$ cat src/rtl/issue_scheduler.sv
// Issue scheduler: per-class round-robin pick of ready RS entries, CDB slot
// reservation so ALU and MUL results never collide, and a load sequencing FSM.
module issue_scheduler #(
    parameter int unsigned RS_SIZE = 8,
    parameter int unsigned MUL_LAT = 4
) (
    input  logic               i_clk,
    input  logic               i_rst_n,
    input  logic [RS_SIZE-1:0] i_req_alu,
    input  logic [RS_SIZE-1:0] i_req_mul,
    input  logic [RS_SIZE-1:0] i_req_ld,
    input  logic               i_ld_done,
    input  logic               i_squash,
    output logic [RS_SIZE-1:0] o_gnt_alu,
    output logic [RS_SIZE-1:0] o_gnt_mul,
    output logic [RS_SIZE-1:0] o_gnt_ld,
    output logic [1:0]         o_cdb_src,
    output logic               o_ld_ack
);

    localparam int unsigned PW = (RS_SIZE > 1) ? $clog2(RS_SIZE) : 1;
    localparam logic [1:0] SRC_NONE = 2'd0;
    localparam logic [1:0] SRC_ALU  = 2'd1;
    localparam logic [1:0] SRC_MUL  = 2'd2;
    localparam logic [1:0] SRC_LD   = 2'd3;

    typedef enum logic [1:0] {
        LD_IDLE = 2'd0,
        LD_BUSY = 2'd1,
        LD_HOLD = 2'd2
    } ld_state_e;

    ld_state_e                r_ld_state;
    logic [PW-1:0]            r_ptr_alu;
    logic [PW-1:0]            r_ptr_mul;
    logic [PW-1:0]            r_ptr_ld;
    logic [MUL_LAT:0]         r_resv_v;
    logic [MUL_LAT:0][1:0]    r_resv_src;

    logic [MUL_LAT:0]         w_resv_v_nxt;
    logic [MUL_LAT:0][1:0]    w_resv_src_nxt;
    logic [PW:0]              w_pick_alu;
    logic [PW:0]              w_pick_mul;
    logic [PW:0]              w_pick_ld;
    logic                     w_en;
    logic                     w_alu_ok;
    logic                     w_mul_ok;
    logic                     w_ld_ok;
    logic                     w_ld_ack;

    // Returns {found, index} of the first request at or after ptr, wrapping.
    function automatic logic [PW:0] rr_pick(input logic [RS_SIZE-1:0] req,
                                            input logic [PW-1:0]      ptr);
        logic [PW:0]   res;
        logic [PW-1:0] idx;
        res = '0;
        for (int i = int'(RS_SIZE) - 1; i >= 0; i--) begin
            idx = ptr + PW'(i);
            if (req[idx]) res = {1'b1, idx};
        end
        return res;
    endfunction

    assign w_en       = i_rst_n & ~i_squash;
    assign w_pick_alu = rr_pick(i_req_alu, r_ptr_alu);
    assign w_pick_mul = rr_pick(i_req_mul, r_ptr_mul);
    assign w_pick_ld  = rr_pick(i_req_ld,  r_ptr_ld);

    // ALU result lands next cycle, so slot t+1 must be free of a MUL result.
    assign w_alu_ok = w_en & w_pick_alu[PW] & ~r_resv_v[1];
    assign w_mul_ok = w_en & w_pick_mul[PW];
    assign w_ld_ok  = w_en & w_pick_ld[PW] & (r_ld_state == LD_IDLE);

    assign o_gnt_alu = w_alu_ok ? (RS_SIZE'(1) << w_pick_alu[PW-1:0]) : '0;
    assign o_gnt_mul = w_mul_ok ? (RS_SIZE'(1) << w_pick_mul[PW-1:0]) : '0;
    assign o_gnt_ld  = w_ld_ok  ? (RS_SIZE'(1) << w_pick_ld[PW-1:0])  : '0;

    assign w_ld_ack = w_en & ~r_resv_v[0] &
                      (((r_ld_state == LD_BUSY) & i_ld_done) | (r_ld_state == LD_HOLD));
    assign o_ld_ack = w_ld_ack;

    always_comb begin
        o_cdb_src = SRC_NONE;
        if (w_en) begin
            if (r_resv_v[0])   o_cdb_src = r_resv_src[0];
            else if (w_ld_ack) o_cdb_src = SRC_LD;
        end
    end

    // Advance the reservation window by one slot and add this cycle's grants.
    always_comb begin
        w_resv_v_nxt   = '0;
        w_resv_src_nxt = '0;
        for (int k = 0; k < int'(MUL_LAT); k++) begin
            w_resv_v_nxt[k]   = r_resv_v[k+1];
            w_resv_src_nxt[k] = r_resv_src[k+1];
        end
        if (w_alu_ok) begin
            w_resv_v_nxt[0]   = 1'b1;
            w_resv_src_nxt[0] = SRC_ALU;
        end
        if (w_mul_ok) begin
            w_resv_v_nxt[MUL_LAT-1]   = 1'b1;
            w_resv_src_nxt[MUL_LAT-1] = SRC_MUL;
        end
    end

    always_ff @(posedge i_clk or negedge i_rst_n) begin
        if (!i_rst_n) begin
            r_ld_state <= LD_IDLE;
            r_ptr_alu  <= '0;
            r_ptr_mul  <= '0;
            r_ptr_ld   <= '0;
            r_resv_v   <= '0;
            r_resv_src <= '0;
        end else if (i_squash) begin
            r_ld_state <= LD_IDLE;
            r_resv_v   <= '0;
            r_resv_src <= '0;
        end else begin
            r_resv_v   <= w_resv_v_nxt;
            r_resv_src <= w_resv_src_nxt;
            if (w_alu_ok) r_ptr_alu <= w_pick_alu[PW-1:0] + PW'(1);
            if (w_mul_ok) r_ptr_mul <= w_pick_mul[PW-1:0] + PW'(1);
            if (w_ld_ok)  r_ptr_ld  <= w_pick_ld[PW-1:0]  + PW'(1);
            case (r_ld_state)
                LD_IDLE: if (w_ld_ok) r_ld_state <= LD_BUSY;
                LD_BUSY: if (i_ld_done) r_ld_state <= r_resv_v[0] ? LD_HOLD : LD_IDLE;
                LD_HOLD: if (!r_resv_v[0]) r_ld_state <= LD_IDLE;
                default: r_ld_state <= LD_IDLE;
            endcase
        end
    end

endmodule

$ cat config.mk
export PLATFORM = sky130hd
export DESIGN_NAME = issue_scheduler
export DESIGN_NICKNAME = d
export VERILOG_FILES = /design/src/rtl/issue_scheduler.sv
export SDC_FILE = /design/constraint.sdc
export NUM_CORES = 1
export LEC_CHECK = 0
export CAP_MARGIN = 20
export CORE_MARGIN = 2
export CORE_UTILIZATION = 60
export CTS_CLUSTER_SIZE = 10
export DETAILED_ROUTE_END_ITERATION = 12
export GPL_TIMING_DRIVEN = 0
export PLACE_DENSITY = 0.89
export SLEW_MARGIN = 0
export SYNTH_ARGS = -nofsm -noshare
export SYNTH_HDL_FRONTEND = slang
export SYNTH_SLANG_ARGS = --single-unit
$ cat constraint.sdc
create_clock -name i_clk -period 9.4 [get_ports i_clk]
set_input_delay 1.41 -clock i_clk [delete_from_list [all_inputs] [get_ports i_clk]]
set_output_delay 1.41 -clock i_clk [all_outputs]
set_load 0.01 [all_outputs]
==> results of run 1 <==
-- Yosys cell counts, types with 4 or more instances --
master	instances
buf_2	5
a21oi_1	23
nor2_1	38
a211oi_1	6
o221a_2	5
a21o_1	4
mux2i_1	29
nor3_1	11
clkbuf_1	16
nand2_1	50
o31ai_1	6
dfrtp_1	17
and3_1	4
mux4_2	15
mux2_2	28
nand3_1	7
ha_1	24
o21ai_0	19
mux4_1	5
a221oi_1	5
and2_1	14
a22oi_1	4
nand2b_1	9
nor2b_1	14
inv_1	20
xor2_1	5
a31oi_1	6
-- per-layer routing --
metal	wire length, µm	global-route usage [%]
met4	240	7.75
met3	702	3.08
met2	5110	53.3
met5	0	0
met1	4170	35.6
-- area by class of cell --
class | instances | area [µm²]
flip-flops and latches | 17 | 425
clock inverters | 1 | 5.00
repair buffers | 54 | 541
plain buffers | 25 | 134
inverters | 22 | 82.6
clock buffers | 3 | 41.3
multi-input cells | 388 | 3140
fillers | 419 | 1530
well taps | 75 | 93.8
-- worst max-delay path, stage by stage --
cell and delay (ps):
clkdlybuf4s50_1 540, mux4_1 610, mux2i_1 390, o21ai_0 160, a21oi_1 180, nor2_1 80
o41ai_1 520, ha_1 230, nand2_1 60, nor2b_1 130, clkdlybuf4s50_1 560
-- stage by stage --
stage          std cells  total power (W)
6_report             585          0.00185
5_1_grt              585          0.00202
4_1_cts              585          0.00182
3_5_place_dp         581          0.00175
3_3_place_gp         581          0.00169
2_1_floorplan        452          0.00139
-- worst paths after layout --
| path | end | slack [ps] | cells after the start |
|---|---|---|---|
| min reg2reg | r_resv_v[1]$_DFF_PN0_ | 480 | 1 |
| max reg2reg | r_ptr_mul[2]$_DFFE_PN0P_ | 5020 | 14 |
| min in group asynchronous | r_ptr_alu[2]$_DFFE_PN0P_ | 1620 | 1 |
| max in group asynchronous | r_ptr_alu[1]$_DFFE_PN0P_ | 7250 | 1 |
| min | r_resv_v[1]$_DFF_PN0_ | 480 | 1 |
| max | o_gnt_alu[0] | 3130 | 11 |
-- state kept, by name, summed over array words and instances, names as in the netlist --
register / cells
r_resv_v: 4
r_ptr_mul: 3
r_ptr_ld: 3
r_resv_src: 2
r_ptr_alu: 3
r_ld_state: 2
-- report_power, final --
group,leakage (nW),total [W],internal [W],switching [W]
Sequential,0.215,0.000112,0.0000951,0.0000169
Combinational,1.59,0.00168,0.000728,0.000954
Clock,0.0255,0.0000554,0.0000294,0.0000260
-- kinds of logic after synthesis --
| family | after synthesis | share of synthesized area [%] |
|---|---|---|
| and+or+nand+nor | 161 | 20.6 |
| buffers and inverters | 47 | 5.72 |
| muxes | 82 | 30.3 |
| xor gates and xnor gates | 8 | 1.85 |
| AOI/OAI and AO/OA | 113 | 22.3 |
| adders and majority gates | 24 | 7.94 |
| DFF | 17 | 11.2 |
==> out/results.txt, run 1 <==
Outcome: completed
Largest net degree at the start of global routing: 20
Drt drc: 0
Vias: 3865
CTS max path bufs: 2
Total GRT Usage: 28.9%
H-tree depth: 1
Routed wire length: 10200 µm
Post-Syn Area per Cell: 8.37 µm²
Root Driver: clkbuf_8
Max Clk Rate: 0.159 GHz
Clock sink count: 17
Worst setup EP type: output pin
Vias in the first global route: 3721
CTS tree: done
Slew margin rel.: 44.8%
Period utilization: 66.7%
Crit path DAT: 4860 ps
RSZ-0062 raised after global routing: false
Initial antenna violation count: 0
Top-area cell type share of the netlist area: 11.2%
Crit-path max FO: 7
Routed vias/inst: 6.61
Max-slew violation count: 0
Critical path startpoint: i_req_alu[7]
Main flop type after synthesis: dfrtp_1
Yosys warns: 0
Die H: 83.4 µm
Final instance area: 0.00446 mm²
Startpoint of the worst hold path: r_resv_v[2]$_DFF_PN0_
Crit Path Class: input pin to output pin
Final WS setup: 3130 ps
Startpoint Class: input pin
Number of iterations in the first detailed-routing pass: 5
Syn-to-layout area delta: 18.0%
GPL Wtd Cong: 0.964
Pre-CTS setup slack: 3200 ps
Port buffer count: 54
Final setup fails: 0
Cts hold-fix bufs: 0
Clk Latency, worst-skew pair: 250 ps
Netlist Area Pre-Place: 0.00378 mm²
Reg2reg start: r_ptr_mul[1]$_DFFE_PN0P_
Gr ovfl total: 0
Pleak: 1.83 nW
Syn_nets: 504
Pwr Density: 414 mW/mm²
WL/cell: 17.5 µm
Hold slack: 483 ps
Core Area: 0.00599 mm²
First-pass GRT wire length: 17100 µm
Antenna diodes: 0
Setup TNS Final: 0 ps
I/O Pins: 55
Routed Antenna Nets: 0
Tightest Pin Transition: 826 ps
Syn Inst Count: 452
Min cycle time layout: 6270 ps
Die Footprint: 0.00695 mm²
Core Util, Final: 74.5%
DR iter-0 viols: 441
Hold Path Class: register to register
Standard-cell rows: 28
Clk slew on worst S/H paths: 60 ps
Synth Register Bits: 17
Cell accounting for the most synthesized area: dfrtp_1
Commonest cells after routing, fill and taps aside: 54 x clkdlybuf4s50_1, 50 x nand2_1, 38 x nor2_1, 29 x mux2i_1, 28 x mux2_2
Post-synth EDFFs: 0
Worst Clk Skew: 6.34 ps
Top cells by area, synth: dfrtp_1 11%, mux4_2 8.9%, mux2_2 8.3%, ha_1 7.9%, mux2i_1 7.7%
Layout cells sized above 1: 15.1%
# Post-CTS Setup Buffers: 0
DP HPWL: 7980 µm
Seq/Total Area, Yosys: 11.2%
Post-cts gate resize count: 0
Number of max-cap violations: 0
Die Wd: 83.4 µm
Hold Vio Cnt, Final: 0
Nets: 563
Peak VDD IR: 299 µV
Commonest non-fill, non-tap cell in the layout: clkdlybuf4s50_1
WP data required: 7990 ps
Cts bufs inserted: 3
Unique masters post-synth: 67
Initial Util: 63.1%
DP Area: 0.00442 mm²
Post-synth ARST share: 100%
(Power assumes the default switching activity.)
==> run 2, diff against run 1 <==
Settings changed: CORE_UTILIZATION 60 to 51, PLACE_DENSITY 0.89 to 0.81.
Clock period 9.4 ns to 5.5 ns, I/O delays scaled along.
==> out/results.txt, run 2 (synthesis gave the netlist of run 1 again) <==
Cts hold-fix bufs: 0
Crit-path max FO: 10
Biggest register: r_resv_v
Commonest non-fill, non-tap cell in the layout: clkdlybuf4s50_1
Switching pwr: 0.00169 W
Number of iterations in the first detailed-routing pass: 5
Vias in the first global route: 3778
Clock sink count: 17
Cts bufs inserted: 3
Port buffer count: 54
# Post-CTS Setup Buffers: 0
Largest net degree at the start of global routing: 20
DP HPWL: 7980 µm
Tightest Pin Transition: 834 ps
Startpoint of the worst hold path: r_resv_v[2]$_DFF_PN0_
Final setup fails: 0
Most frequent CP cell: ha_1
Crit-path slowest cell: clkdlybuf4s50_1
Worst Clk Skew: 8.68 ps
Commonest cells after routing, fill and taps aside: 54 x clkdlybuf4s50_1, 50 x nand2_1, 38 x nor2_1, 28 x mux2_2, 27 x mux2i_1
Die H: 90.1 µm
WP data required: 4680 ps
Nets: 559
Sw frac: 53.4%
Drt drc: 0
Flop pwr share: 6.3%
Total GRT Usage: 24.5%
Max Clk Rate: 0.190 GHz
Final instance area: 0.00450 mm²
Buf/Inv on CP: 6
WHS Endpoint: r_resv_v[1]$_DFF_PN0_
Logic pwr share: 90.7%
Standard-cell rows: 31
Max-slew violation count: 0
Slew margin rel.: 44.2%
R2R Setup Slk: 1440 ps
Largest delay share family, worst path: buffers and inverters
Root Driver: clkbuf_8
Gr ovfl total: 0
Pwr Total: 0.00317 W
Initial antenna violation count: 0
Routed Antenna Nets: 0
Crit-path max cell delay: 470 ps
Final WS setup: 245 ps
Pleak: 1.82 nW
GPL Wtd Cong: 0.940
Setup TNS Final: 0 ps
Hold Vio Cnt, Final: 0
Routed vias/inst: 6.38
Outcome: completed
Clock network fraction of design power: 3.0%
Layout cells sized above 1: 16.0%
Syn-to-layout area delta: 18.9%
Routed wire length: 10200 µm
Crit path DAT: 4430 ps
Int Power: 0.00148 W
Startpoint Class: register
CTS tree: done
DR iter-0 viols: 317
Worst reg-to-reg path cell count: 14
Peak VDD IR: 322 µV
WL/cell: 16.9 µm
Die Wd: 90.1 µm
Worst setup EP type: output pin
Min cycle time layout: 5250 ps
Reg2reg start: r_ptr_mul[0]$_DFFE_PN0P_
DP Area: 0.00445 mm²
Vias: 3857
Initial Util: 52.4%
Die Footprint: 0.00812 mm²
Crit-path cells: buf_6 > buf_8 > buf_2 > inv_1 > ha_1 > clkbuf_1 > xor2_1 > mux2i_1 > and4b_1 > a211oi_1 > o21ai_0 > ha_1 > ha_1 > and2_1 > clkdlybuf4s50_1
Post-cts gate resize count: 0
Number of max-cap violations: 0
Worst reg2reg endpoint: r_ptr_mul[2]$_DFFE_PN0P_
I/O Pins: 55
Clk Latency, worst-skew pair: 250 ps
Pwr Density: 705 mW/mm²
Hold Path Stages: 1
RSZ-0062 raised after global routing: false
Hold Path Class: register to register
H-tree depth: 1
Clk slew on worst S/H paths: 60 ps
Antenna diodes: 0
Crit Path Class: register to output pin
Period utilization: 95.5%
Pre-CTS setup slack: 274 ps
Core Area: 0.00721 mm²
First-pass GRT wire length: 17100 µm
Number of flip-flops under the largest register name: 4
CTS max path bufs: 2
[run 2: cell count changes in the layout (fill, tap and decap cells not counted), sizes merged]
cell | before | now
clkinv | 2 | 1
clkbuf | 19 | 16
[run 2: final cells by class]
type / instances / area (µm²)
fill: 650 / 2720
inverter: 22 / 82.6
tap: 99 / 124
sequential: 17 / 425
buffer: 21 / 120
clock buffer: 4 / 45.0
multi-input combinational: 388 / 3160
timing repair buffer: 54 / 541
[run 2: routing by layer]
metal  up-vias  global-route usage [%]  part of all wire (%)
li1       1810                       -                     -
met1      1871                    30.6                    43
met2       160                    44.4                    50
met3        16                    3.69                   5.2
met4         0                    5.77                   1.8
met5         -                       0                     0
[run 2: power groups by stage]
stage	Sequential [W]	Combinational (W)	Clock, W
floorplan	0.000185	0.00218	0
global placement	0.000191	0.00270	0
detailed placement	0.000192	0.00280	0
CTS	0.000189	0.00282	0.0000980
global route	0.000205	0.00316	0.000104
finish	0.000200	0.00287	0.0000944
[run 2: worst max path at each step]
stage          slack [ps]           end                      from  cells past startpoint
3_5_place_dp          270  o_gnt_alu[2]  r_ptr_alu[0]$_DFFE_PN0P_                     15
2_1_floorplan        1230  o_gnt_alu[3]  r_ptr_alu[0]$_DFFE_PN0P_                     14
4_1_cts                40  o_gnt_mul[7]  r_ptr_mul[1]$_DFFE_PN0P_                     14
3_3_place_gp          410  o_gnt_alu[2]  r_ptr_alu[0]$_DFFE_PN0P_                     15
5_1_grt                30   o_gnt_ld[3]   r_ptr_ld[0]$_DFFE_PN0P_                     14
6_report              250  o_gnt_mul[7]  r_ptr_mul[0]$_DFFE_PN0P_                     15
[run 2: metrics by stage]
stage,utilization (%),hold slack [ps],instances
floorplan,-,439,452
global placement,61.6,465,605
detailed placement,61.6,460,605
CTS,62.2,482,608
global route,62.3,502,605
finish,62.3,476,605
